==> src/rtl/fetch_unit.sv <==
// Instruction fetch: drives a synchronous INST_MEM, buffers responses in a 2-entry queue for decode.
// Latency: address issued in cycle c reaches the queue head in cycle c+2; one instruction per cycle sustained.
// Backpressure: id_ready low holds the head; a credit check stops issue before the queue could overflow.
module fetch_unit #(
    parameter logic [31:0] RESET_PC     = 32'd0,
    parameter logic [31:0] MAX_ADDR     = 32'd232,
    parameter int unsigned HALT_ON_ZERO = 1
) (
    input  logic        clk_50,
    input  logic        rst,
    output logic [31:0] imem_addr,
    input  logic [31:0] imem_inst,
    input  logic        br_taken,
    input  logic [31:0] br_target,
    input  logic        id_ready,
    output logic        if_valid,
    output logic [31:0] if_pc,
    output logic [31:0] if_inst,
    output logic        halted,
    output logic [31:0] fetch_cnt
);

    logic [31:0]       pc_q, pc_d;
    logic              infl_q, infl_d;
    logic [31:0]       infl_pc_q, infl_pc_d;
    logic [1:0][31:0]  q_pc_q, q_pc_d;
    logic [1:0][31:0]  q_inst_q, q_inst_d;
    logic              head_q, head_d;
    logic              tail_q, tail_d;
    logic [1:0]        cnt_q, cnt_d;
    logic              halted_q, halted_d;
    logic [31:0]       fetch_cnt_q, fetch_cnt_d;

    logic              pop;
    logic              push;
    logic              resp_zero;
    logic              pc_over;
    logic              issue;
    logic [2:0]        credit;

    assign if_valid  = (cnt_q != 2'd0);
    assign pop       = if_valid & id_ready;
    assign pc_over   = (pc_q > MAX_ADDR);
    assign credit    = {1'b0, cnt_q} + {2'b00, infl_q} - {2'b00, pop};
    // A zero word is the memory's default content: treat it as end of program.
    assign resp_zero = infl_q & (HALT_ON_ZERO != 0) & (imem_inst == 32'd0);
    assign push      = infl_q & ~resp_zero & ~br_taken;
    assign issue     = ~halted_q & ~pc_over & (credit <= 3'd1) & ~resp_zero;

    assign imem_addr = br_taken ? br_target : pc_q;
    assign if_pc     = if_valid ? q_pc_q[head_q]   : 32'd0;
    assign if_inst   = if_valid ? q_inst_q[head_q] : 32'd0;
    assign halted    = halted_q | pc_over;
    assign fetch_cnt = fetch_cnt_q;

    always_comb begin
        pc_d        = pc_q;
        infl_d      = 1'b0;
        infl_pc_d   = infl_pc_q;
        q_pc_d      = q_pc_q;
        q_inst_d    = q_inst_q;
        head_d      = head_q;
        tail_d      = tail_q;
        cnt_d       = cnt_q;
        halted_d    = halted_q;
        fetch_cnt_d = fetch_cnt_q + {31'd0, pop};

        if (br_taken) begin
            // Redirect drops queue and in-flight response, and fetches the target right away.
            cnt_d     = 2'd0;
            head_d    = 1'b0;
            tail_d    = 1'b0;
            halted_d  = 1'b0;
            infl_d    = 1'b1;
            infl_pc_d = br_target;
            pc_d      = br_target + 32'd4;
        end else begin
            if (push) begin
                q_pc_d[tail_q]   = infl_pc_q;
                q_inst_d[tail_q] = imem_inst;
                tail_d           = ~tail_q;
            end
            if (pop) begin
                head_d = ~head_q;
            end
            cnt_d = cnt_q + {1'b0, push} - {1'b0, pop};
            if (resp_zero) begin
                halted_d = 1'b1;
            end
            if (issue) begin
                infl_d    = 1'b1;
                infl_pc_d = pc_q;
                pc_d      = pc_q + 32'd4;
            end
        end
    end

    always_ff @(posedge clk_50 or negedge rst) begin
        if (!rst) begin
            pc_q        <= RESET_PC;
            infl_q      <= 1'b0;
            infl_pc_q   <= 32'd0;
            q_pc_q      <= '0;
            q_inst_q    <= '0;
            head_q      <= 1'b0;
            tail_q      <= 1'b0;
            cnt_q       <= 2'd0;
            halted_q    <= 1'b0;
            fetch_cnt_q <= 32'd0;
        end else begin
            pc_q        <= pc_d;
            infl_q      <= infl_d;
            infl_pc_q   <= infl_pc_d;
            q_pc_q      <= q_pc_d;
            q_inst_q    <= q_inst_d;
            head_q      <= head_d;
            tail_q      <= tail_d;
            cnt_q       <= cnt_d;
            halted_q    <= halted_d;
            fetch_cnt_q <= fetch_cnt_d;
        end
    end

endmodule

==> config.mk <==
export PLATFORM = sky130hd
export DESIGN_NAME = fetch_unit
export DESIGN_NICKNAME = d
export VERILOG_FILES = /design/src/rtl/fetch_unit.sv
export SDC_FILE = /design/constraint.sdc
export NUM_CORES = 1
export LEC_CHECK = 0
export ABC_AREA = 1
export ABC_CLOCK_PERIOD_IN_PS = 2600
export BUFFER_PORTS_ARGS = -buffer_cell sky130_fd_sc_hd__buf_2
export CAP_MARGIN = 5
export CORE_MARGIN = 10
export CORE_UTILIZATION = 44
export CTS_CLUSTER_DIAMETER = 30
export CTS_CLUSTER_SIZE = 14
export DETAILED_ROUTE_END_ITERATION = 8
export PLACE_DENSITY = 0.68
export SLEW_MARGIN = 25
export SYNTH_ARGS = -nofsm -noshare
export SYNTH_HDL_FRONTEND = slang
export SYNTH_SLANG_ARGS = --single-unit
==> constraint.sdc <==
create_clock -name clk_50 -period 2.6 [get_ports clk_50]
set_input_delay 0.39 -clock clk_50 [delete_from_list [all_inputs] [get_ports clk_50]]
set_output_delay 0.39 -clock clk_50 [all_outputs]
set_load 0.02 [all_outputs]
---- Word level (Yosys, flattened, before mapping) ----
Index checks and enable logic that the tools add are counted.
word-level totals
  flip-flop bits (word level) ............. 230
  input port bits ......................... 68
  output and inout bits ................... 130
  logic and storage cells ................. 70
cells by class
  add/subtract/negate cells ............... 7
  magnitude comparators ................... 5
  muxes and demuxes ....................... 24
  bitwise operators ....................... 14
  reductions and logical operators ........ 8
operators by type and width
  operator                                                                           count
  32-bit two-way mux                                                                 12
  64-bit bitwise mux                                                                 2
  32-bit by 3-bit adder with 32-bit output (second input constant)                   2
  32-bit by 1-bit adder with 32-bit output                                           1
  32-bit demux with 1-bit select                                                     1
  32-bit by 8-bit greater-than comparator with 1-bit output (second input constant)  1
  32-bit zero test                                                                   1
  2-bit nonzero test                                                                 5
  1-bit two-way mux                                                                  8
  1-bit AND                                                                          7
  1-bit NOT                                                                          6
  1-bit by 2-bit < comparator with 1-bit output (second input constant)              2
  2-bit by 1-bit adder with 3-bit output                                             1
  3-bit by 1-bit less-or-equal comparator with 1-bit output (second input constant)  1
  3-bit by 1-bit subtractor with 3-bit output                                        1
  2-bit by 1-bit adder with 2-bit output                                             1
  2-bit two-way mux                                                                  1
  2-bit AND reduction                                                                1
  2-bit by 1-bit subtractor with 2-bit output                                        1
  1-bit greater-or-equal comparator (second input constant)                          1
  1-bit logical AND                                                                  1
  1-bit bitwise OR                                                                   1

---- Longest topological paths before layout ----
  depth in word-level cells ............... 8
  gate-level depth with buffers ........... 18
  mapped depth without buffers ............ 16

---- Worst setup path before layout ----
No wires, ideal clock.
  kind .................................... register to register
  start ................................... register cnt_q[1]
  end ..................................... register pc_q[7]
  setup time .............................. 66 ps
  arrival ................................. 2463 ps
  required time ........................... 2534 ps
  setup slack ............................. 71 ps
  stages on the path, launching flop included .. 18
  path buffers ............................ 2
  period minus slack after synthesis ...... 2529 ps
  cells stage by stage .................... dfrtp_1 -> nor2_1 -> inv_1 -> nand2_1 -> inv_1 -> nand2_1 -> o21ai_0 -> ha_1 -> inv_1 -> fa_1 -> nand2_1 -> nor2_1 -> nand3_1 -> nand2_1 -> buf_2 -> buf_2 -> nand2_1 -> nand2_1
between the ends
  cells in the longest elaborated chain, start to end .. 7
  elaborated cells on any way between the ends .. 8
  classes of those cells .................. add/sub: 2; order compare: 1; bitwise: 3; reduce/logical: 2
RTL lines
  what                                                       line  source
  start: declaration                                         30    logic [1:0] cnt_q, cnt_d;
  start signal: assignment                                   118   cnt_q <= cnt_d;
  2-bit nonzero test                                         41    assign if_valid = (cnt_q != 2'd0);
  named net if_valid                                         16    output logic if_valid,
  1-bit AND                                                  42    assign pop = if_valid & id_ready;
  3-bit by 1-bit subtractor with 3-bit output                44    assign credit = {1'b0, cnt_q} + {2'b00, infl_q} - {2'b00, pop};
  3-bit by 1-bit less-or-equal comparator with 1-bit output  48    assign issue = ~halted_q & ~pc_over & (credit <= 3'd1) & ~resp_zero;
  1-bit AND (2 in a row)                                     48
  2-bit nonzero test (no line)                               n/a
  end signal: assignment                                     111   pc_q <= pc_d;
  end: declaration                                           23    logic [31:0] pc_q, pc_d;
The timed path passes the listed nets, and every way through them passes these cells.
A chain may end at the register's enable or synchronous reset.

---- Final worst setup path ----
  start ................................... register head_q
  end ..................................... output if_inst[15]
between the ends
  cells in the longest elaborated chain, start to end .. 3
RTL lines
  what                                                   line  source
  start: declaration                                     28    logic head_q, head_d;
  start signal: assignment                               105   head_q <= 1'b0;
  start signal: assignment                               116   head_q <= head_d;
  32-bit two-way mux (implied by the code) (2 in a row)  52    assign if_inst = if_valid ? q_inst_q[head_q] : 32'd0;
  32-bit two-way mux                                     52
  end: declaration                                       18    output logic [31:0] if_inst,
Every way passes these cells. The select of a mux whose other input is x is not followed.

==> results.sh <==
export IMPL_cp_max_fo=30
export IMPL_met1_length_um=14760
export IMPL_clock_path_buffers=3
export IMPL_port_buffer_count=197
export IMPL_fin_crit_ns=2.393
export IMPL_p_leak_nw=7.593
export IMPL_critical_path_top_delay_family="buffers and inverters"
export IMPL_outcome="finished clean"
export IMPL_p_per_area_nw_per_um2=980.9
export IMPL_cts_sinks=230
export IMPL_area_growth_pct=28.51
export IMPL_avgSynthCellArea_um2=7.577
export IMPL_grt_ovfl_total=0
export IMPL_yosysTopAreaCell="dfrtp_1"
export IMPL_grt_pass1_wl_um=53180
export IMPL_root_buffer="clkbuf_16"
export IMPL_synth_seq_cells=230
export IMPL_synth_cell_types=27
export IMPL_cap_violations=0
export IMPL_routedWlPerCell_um=15.78
export IMPL_io_pins=198
export IMPL_seq_power_share_pct=32.0
export IMPL_fin_tns_setup_ns=0
export IMPL_postRouteAntennaNets=0
export IMPL_crit_path_start_kind="register"
export IMPL_place_congestion=0.9004
export IMPL_top_layer="met4"
export IMPL_grt_start_max_net_pins=110
export IMPL_cts_buffers=49
export IMPL_power_mw=14.22
export IMPL_crit_buf_inv=3
export IMPL_worstSetupPathType="reg -> out"
export IMPL_nets=1768
export IMPL_slew_headroom_pct=58.27
export IMPL_crit_required_ns=2.21
export IMPL_cts_tree="done"
export IMPL_tightest_slew_ns=0.6202
export IMPL_rsz0062_at_grt="true"
export IMPL_comb_power_share_pct=22.3
export IMPL_synth_top_flop_cell="dfrtp_1"
export IMPL_sw_frac_of_total_pct=31.52
export IMPL_htreeDepth=2
export IMPL_setup_viol=0
export IMPL_netlist_area_um2=11280
export IMPL_grt_pass1_vias=10350
export IMPL_die_h_um=180.1
export IMPL_antennaDiodeCount=0
export IMPL_finalCritPeriodShare_pct=92.04
export IMPL_place_hpwl_um=22070
export IMPL_cp_arrival_ns=2.00
export IMPL_netlist_instances=1489
export IMPL_core_area_um2=25180
export IMPL_p_clk_share_pct=45.7
export IMPL_wl_met2_um=15090
export IMPL_grtUsageTotal_pct=19.45
export IMPL_synth_nets=1563
export IMPL_clk_latency_ns=0.54
export IMPL_hold_class="in -> reg"
export IMPL_hold_violations=0
export IMPL_ys_seq_area_share_pct=51.01
export IMPL_drive_gt1_share_pct=19.36
export IMPL_max_clock_freq_mhz=417.9
export IMPL_nFillCells=2349
export IMPL_postSynth_asyncResetShare_pct=100.0
export IMPL_row_count=58
export IMPL_die_area_um2=32450
export IMPL_synth_edf_count=0
export IMPL_final_max_slew_viol_count=0
export IMPL_clk_pin_slew_ns=0.05
export IMPL_wl_um=32500
export IMPL_synth_area_top_cells="dfrtp_1, nand2_1, o21ai_0, inv_1, nor2_1"
export IMPL_yosysTopAreaCellShare_pct=51.01
export IMPL_crit_slowest_cell="dfrtp_2"
export IMPL_power_switching_mw=4.483
export IMPL_intPower_mw=9.739
export IMPL_cp_end_kind="output port"
export IMPL_met3_length_um=2093
export IMPL_initial_core_util_pct=44.80
export IMPL_avgViaCountPerCell=4.984
export IMPL_antenna_found_initial=0
export IMPL_fin_skew_ns=0.02080
export IMPL_drtIter0Drc=903
export IMPL_drtPass1Iterations=5
export IMPL_yosysWarningCount=0
export IMPL_vias=10270
export IMPL_crit_chain="clkinv_2, buf_12, nand2_1, a21oi_1, buf_2"
export IMPL_drc=0
export IMPL_die_w_um=180.1
export IMPL_max_vdd_ir_drop_v=0.0004782
export IMPL_critPathMaxStageDelay_ns=0.43
[worst min-delay path, cell delays in order]
cell     delay [ns]
buf_2          0.08
nand2_1        0.06
nand2_1        0.06
[registers in the layout, indices dropped and copies added (netlist names)]
| register | flops |
|---|---|
| q_inst_q | 64 |
| q_pc_q | 64 |
| fetch_cnt | 32 |
| infl_pc_q | 32 |
| pc_q | 32 |
| cnt_q | 2 |
| halted_q | 1 |
| head_q | 1 |
| infl_q | 1 |
| tail_q | 1 |
[what timing repair did]
item	4_1_cts	5_1_grt
setup buffers	0	1
endpoints found under the setup margin	0	42
hold buffers	1	0
resized for setup	0	5
endpoints found under the hold margin	69	0
[per-stage QoR]
step                hold WS [ns]  utilization [%]  cells  setup WS (ns)  area [µm²]
floorplan                0.09441                -   1489        0.07145       11280
global placement          0.4059            50.48   1971         0.2599       12710
detailed placement        0.4060            50.48   1971         0.1911       12710
CTS                      0.07398            57.49   2059        0.02395       14480
global route             0.09643            57.58   2060       -0.01487       14500
finish                   0.08274            57.58   2060         0.2069       14500
[metal layers]
layer,global-route usage (%),vias to the layer above
met1,25.87,4791
met4,5.052,0
met3,4.478,47
met5,0,-
met2,31.31,356
li1,-,5073
[Yosys cell counts (9+ instances only)]
cell	number
nand2_2	12
a21oi_1	66
inv_1	132
nand4_1	9
xor2_1	30
clkbuf_1	32
nor3_1	12
nor2_1	98
nand2_1	590
dfrtp_1	230
buf_1	9
o21ai_0	137
buf_2	23
nand3_1	66
xnor2_1	15
[cell usage in the layout (no fill, tap or decap), drive strengths merged]
cell type    Yosys  final
nand2          602    602
inv            134    134
ha               5      5
dfrtp          230    230
clkinvlp         0      5
nand4            9      9
xor2            30     30
dlygate4sd3      0      1
bufinv           0      8
nor3            13     13
fa               1      1
nand3           66     66
nand3b           1      1
buf             36    221
nor4b            1      1
clkbuf          32     64
nor4             3      3
clkinv           0     10
a21oi           66     66
o21ai          138    138
xnor2           15     15
nor2           107    107
[path summary, 6_finish.rpt]
| path | cells past startpoint | from | endpoint | slack (ns) |
|---|---|---|---|---|
| min in group asynchronous | 2 | rst | pc_q[0]$_DFFE_PN0P_ | 0.42 |
| setup reg to reg | 16 | cnt_q[0]$_DFF_PN0_ | infl_pc_q[7]$_DFFE_PN0P_ | 0.25 |
| setup / recovery | 5 | head_q$_DFFE_PN0P_ | if_inst[15] | 0.21 |
| hold reg to reg | 1 | fetch_cnt[31]$_DFF_PN0_ | fetch_cnt[31]$_DFF_PN0_ | 0.47 |
| max in group asynchronous | 3 | rst | q_inst_q[6]$_DFFE_PN0P_ | 1.37 |
| hold / removal | 3 | br_target[29] | infl_pc_q[29]$_DFFE_PN0P_ | 0.08 |
[cell type report]
type / count / area (µm²) / share of cell area [%]
inverters: 134 / 504.2 / 3.478
clock buffers: 64 / 1415 / 9.760
well taps: 330 / 412.9 / 2.848
repair buffers: 222 / 1328 / 9.156
flip-flops and latches: 230 / 5757 / 39.70
clock inverters: 23 / 339.1 / 2.339
multi-input cells: 1057 / 4743 / 32.71
[power groups by stage]
stage          Clock [mW]  Sequential [mW]  Combinational [mW]
4_1_cts              6.58             4.54                3.21
2_1_floorplan           0             4.54                1.99
3_5_place_dp            0             4.58                3.19
3_3_place_gp            0             4.56                3.14
6_report             6.49             4.55                3.18
5_1_grt              6.80             4.62                3.55
[logic make-up (layout without fill, tap and decap cells)]
family,Yosys count,after routing,synth area share [%]
xor+xnor,45,45,3.493
compound gates,204,204,9.050
fa+ha+maj,6,6,0.7320
simple gates,802,802,28.50
flops,230,230,51.01
buf+inv,202,443,7.209
(Power assumes the default switching activity.)
